`config.mk`:
```
export PLATFORM = sky130hd
export DESIGN_NAME = sync_fifo_rd_ctrl
export DESIGN_NICKNAME = d
export VERILOG_FILES = /design/src/rtl/sync_fifo_rd_ctrl.sv
export SDC_FILE = /design/constraint.sdc
export NUM_CORES = 1
export LEC_CHECK = 0
export CAP_MARGIN = 20
export CORE_AREA = 3 3 111 113
export DETAILED_ROUTE_END_ITERATION = 10
export DIE_AREA = 0 0 114 116
export DONT_BUFFER_PORTS = 1
export PLACE_DENSITY = 0.87
export SYNTH_ARGS = -nofsm -noshare
export SYNTH_HDL_FRONTEND = slang
export SYNTH_SLANG_ARGS = --single-unit
```
`constraint.sdc`:
```
create_clock -name clk -period 6.75 [get_ports clk]
set_input_delay 1.35 -clock clk [delete_from_list [all_inputs] [get_ports clk]]
set_output_delay 1.35 -clock clk [all_outputs]
set_load 0.005 [all_outputs]
```
`src/rtl/sync_fifo_rd_ctrl.sv`:
```
// Read-side controller for sync_fifo: credit-limited FIFO reads into a circular output buffer
// presented as a valid/ready stream. Optional read-return watchdog under SYNC_FIFO_RD_TIMEOUT_EN.
module sync_fifo_rd_ctrl #(
  parameter int DATA_W      = 32,
  parameter int OBUF_DEPTH  = 4,
  parameter int TIMEOUT_CYC = 16
) (
  input  logic              clk,
  input  logic              hw_rst,
  input  logic              sw_rst,
  input  logic              enable,
  input  logic              flush,
  output logic              fifo_rd_en,
  input  logic [DATA_W-1:0] fifo_rd_data,
  input  logic              fifo_valid,
  input  logic              fifo_empty,
  output logic [DATA_W-1:0] m_data,
  output logic              m_valid,
  input  logic              m_ready,
  output logic              flush_done,
  output logic [31:0]       rd_count,
  output logic              err_unexp_vld,
  output logic              timeout_err
);
  localparam int PW = $clog2(OBUF_DEPTH);
  localparam int CW = $clog2(OBUF_DEPTH + 1);

  typedef enum logic [1:0] {IDLE, RUN, FLUSH} state_t;
  state_t state, state_nxt;

  logic              rst;
  logic [DATA_W-1:0] mem [OBUF_DEPTH];
  logic [PW-1:0]     head, tail;
  logic [CW-1:0]     occ, outst;
  logic              vld_ok, push, pop, flush_done_nxt, to_hit;

  assign rst = hw_rst | sw_rst;

  function automatic logic [PW-1:0] nxt_ptr(input logic [PW-1:0] p);
    return (p == PW'(OBUF_DEPTH - 1)) ? '0 : p + 1'b1;
  endfunction

  // Credits cover both buffered and in-flight words, so a return always has a free slot.
  assign fifo_rd_en = (state == RUN) && !fifo_empty &&
                      (({1'b0, occ} + {1'b0, outst}) < (CW+1)'(OBUF_DEPTH));
  assign vld_ok  = fifo_valid && (outst != '0);
  assign push    = vld_ok && (state != FLUSH);
  assign pop     = m_valid && m_ready;
  assign m_valid = (occ != '0);
  assign m_data  = mem[head];

  always_comb begin
    state_nxt      = state;
    flush_done_nxt = 1'b0;
    case (state)
      IDLE:    if (flush) state_nxt = FLUSH; else if (enable) state_nxt = RUN;
      RUN:     if (flush) state_nxt = FLUSH; else if (!enable) state_nxt = IDLE;
      FLUSH:   if (outst == '0) begin state_nxt = IDLE; flush_done_nxt = 1'b1; end
      default: state_nxt = IDLE;
    endcase
  end

  always_ff @(posedge clk) begin
    if (rst) begin
      state         <= IDLE;
      flush_done    <= 1'b0;
      rd_count      <= '0;
      err_unexp_vld <= 1'b0;
      outst         <= '0;
      occ           <= '0;
      head          <= '0;
      tail          <= '0;
      for (int i = 0; i < OBUF_DEPTH; i++) mem[i] <= '0;
    end else begin
      state      <= state_nxt;
      flush_done <= flush_done_nxt;
      if (fifo_valid && outst == '0) err_unexp_vld <= 1'b1;
      if (pop) rd_count <= rd_count + 32'd1;
      if (to_hit)                  outst <= '0;
      else if (fifo_rd_en && !vld_ok) outst <= outst + 1'b1;
      else if (!fifo_rd_en && vld_ok) outst <= outst - 1'b1;
      // Anything pushed or popped on the flush cycle is discarded along with the rest.
      if (state_nxt == FLUSH) begin
        occ  <= '0;
        head <= '0;
        tail <= '0;
      end else begin
        if (push) begin
          mem[tail] <= fifo_rd_data;
          tail      <= nxt_ptr(tail);
        end
        if (pop) head <= nxt_ptr(head);
        occ <= occ + CW'(push) - CW'(pop);
      end
    end
  end

`ifdef SYNC_FIFO_RD_TIMEOUT_EN
  localparam int TW = $clog2(TIMEOUT_CYC + 1);
  logic [TW-1:0] wait_cnt;
  logic          to_err;

  assign to_hit      = (outst != '0) && !fifo_valid && (wait_cnt == TW'(TIMEOUT_CYC - 1));
  assign timeout_err = to_err;

  always_ff @(posedge clk) begin
    if (rst) begin
      wait_cnt <= '0;
      to_err   <= 1'b0;
    end else begin
      if (outst == '0 || fifo_valid || to_hit) wait_cnt <= '0;
      else                                      wait_cnt <= wait_cnt + 1'b1;
      if (to_hit) to_err <= 1'b1;
    end
  end
`else
  assign to_hit      = 1'b0;
  assign timeout_err = 1'b0;
`endif
endmodule
```
==> out/qor.yml <==
fin_util: 0.750
fin_setup_tns_ns: 0
finalNetCount: 612
drtIter0Drc: 324
ant_nets: 0
wl_mm: 15.9
yosysSeqAreaShare: 0.617
numPortBuffers: 0
yosys-top-cells-area: "edfxtp_1, dfxtp_1, and2_1"
start_util: 0.682
numPlacedInstances: 685
max_freq_mhz: 268
hold_viol: 0
antenna_found_initial: 0
synthArstFlopShare: 0
insertion_delay_ns: 0.43
r2r_setup_slack_ns: 3.68
fin_skew_ns: 0.00719
cp-end-kind: "flip-flop"
crit_type: "input pin to flip-flop"
drt_pass1_iterations: 6
critPathLaunchType: "input pin"
grt_max_degree: 36
dr_total_vias: 4642
holdCritStartpoint: "rd_count[31]$_SDFFE_PP0P_"
hold_end: "rd_count[31]$_SDFFE_PP0P_"
numCtsBuffers: 17
cp_common_cell: "buf_4"
arrival_ns: 3.79
insertedDiodeCount: 0
period_share: 0.554
grt_pass1_vias: 4710
path_delay_family: "simple AND/OR/NAND/NOR gates"
wl_per_cell_um: 22.2
grt_pass1_wl_mm: 25.2
p_per_area_mw_per_mm2: 267
yosys-top-cells-count: "and2_1, edfxtp_1, dfxtp_1"
min_path_cells: 2
setup_violations: 0
r2r_start: "outst[0]$_SDFFE_PP0P_"
reg2reg_depth: 6
rr_endpoint: "mem[0][21]$_SDFFCE_PN0P_"
cp_slowest_cell: "nand2b_2"
cts.sinks: 176
critPathMaxStageDelay_ns: 0.78
htreeDepth: 4
synth_cell_types: 45
hold_path.class: "flip-flop to flip-flop"
path_max_fanout: 35
cts_tree: "yes"
grt_use_total: 0.254
required_ns: 6.80
status: "completed"
ctsHoldBuffers: 0
dieArea_sq_mm: 0.0132
place.gp.congestion: 0.850
yosys.area.top_type: "edfxtp_1"
power_uw: 2290
maxSlewViolCount: 0
grt-ovfl-total: 0
final_cells: 718
cp_num_buf_inv: 3
die_y_um: 116
crit_chain: "or2_0, buf_4, nor4_4, buf_4, nor3b_4, buf_4, nand2b_2"
synth_seq_cells: 176
rsz0062_at_grt: "false"
yosys_warnings: 0
post_synth_instance_area_sq_mm: 0.00778
die_x_um: 114
drv_cap: 0
worst_pin_slew_ns: 0.914
area_growth_syn_to_layout_pct: 10.0
fin_crit_ns: 3.74
ys.flop_type: "edfxtp_1"
synth_most_common_cell: "and2_1"
dp_hpwl_mm: 9.69
synth_edf_count: 128
rows: 39
clockBufferDepth: 2
drc: 0
p_leak_uw: 0.00313
cts_resized: 0
synth_cells: 566
synth_top_area_frac: 0.494
syn_nets: 616
max_slew_margin: 0.391
drive_above_1_share: 0.141
avgSynthCellArea_sq_um: 13.8
clockRootBuffer: "clkbuf_16"
post-cts-setup-buffer-count: 0
clk_pin_slew_ns: 0.06
io_pins: 109
design.core.area_sq_mm: 0.0114
routed_via_density: 6.47
ir_drop_uv: 182
-- final cells by class --
class | count | area [sq um]
Multi-Input combinational cell | 349 | 2830
Sequential cell | 176 | 4810
Inverter | 10 | 37.5
Clock buffer | 24 | 514
Clock inverter | 8 | 123
Timing Repair Buffer | 8 | 72.6
Fill cell | 673 | 2860
Tap cell | 143 | 179
-- logic make-up (layout without fill, tap and decap cells) --
kind of cell	after synthesis	in the layout	synth area share
AND/OR/NAND/NOR	238	238	0.185
XOR/XNOR	13	13	0.0146
other	1	1	0.000482
multiplexers	38	38	0.100
flip-flops	176	176	0.617
adder cells (fa/ha/maj)	10	10	0.0180
buffers and inverters	41	50	0.0223
AO/OA/AOI/OAI	49	49	0.0420
-- state kept, by name (all words and copies together) (netlist names), named ones only --
| register | count |
|---|---|
| mem | 128 |
| outst | 3 |
| state | 2 |
| head | 2 |
| err_unexp_vld | 1 |
| tail | 2 |
| occ | 3 |
| flush_done | 1 |
| rd_count | 32 |
-- layout by cell type (no fill, tap or decap), types with 3 or more instances in the layout --
master,count
inv_1,10
mux4_2,32
o41ai_1,7
nand2b_2,3
o31ai_1,9
nor4_1,5
clkbuf_1,3
o21ai_0,5
edfxtp_1,128
dfxtp_1,46
xnor2_1,5
nand4_1,8
a21oi_1,18
ha_1,8
clkbuf_16,19
nor3_1,3
and2_1,130
nand3_1,11
nand2_1,19
xor2_1,8
bufinv_16,3
buf_4,7
or4_1,8
or3_1,15
o311ai_0,7
nor2_1,17
mux2i_1,6
-- report_power, final --
part	total [uW]	switching, uW	internal, uW
combinational	54.2	35.1	19.1
clock	1040	389	646
sequential	1200	11.0	1190
total	2290	435	1850
-- worst min-delay path, delay by kind of cell, from the launching register on --
kind             cells  cell delay, ns
multiplexers         1            0.05
AND/OR/NAND/NOR      1            0.06
flip-flops           1            0.33
-- layer usage --
metal	track usage	up-vias	wire, um
li1	-	2098	-
met1	0.305	2300	6010
met2	0.426	212	8140
met3	0.0778	32	1360
met4	0.112	0	439
met5	0	-	0
-- per-stage QoR --
step                      worst slack, ns  instance area, sq um  hold WS (ns)
after floorplan                      2.19                  7780         0.454
after global placement               2.66                  7910         0.453
after detailed placement             2.56                  7910         0.493
after CTS                            3.01                  8540         0.503
after global routing                 2.86                  8560         0.519
final                                3.01                  8560         0.502
-- worst max path at each step --
stage               startpoint                  endpoint  slack, ns  cells after the start
global placement        sw_rst   mem[0][2]$_SDFFCE_PN0P_       2.66                      7
finish                  sw_rst  mem[0][21]$_SDFFCE_PN0P_       3.01                      7
global route            sw_rst  mem[0][23]$_SDFFCE_PN0P_       2.86                      7
detailed placement      sw_rst  mem[0][25]$_SDFFCE_PN0P_       2.56                      7
floorplan                flush       mem[3][0]$_DFFE_PP_       2.19                      4
CTS                     sw_rst  mem[0][21]$_SDFFCE_PN0P_       3.01                      7
Power figures use the tool's default switching activity.
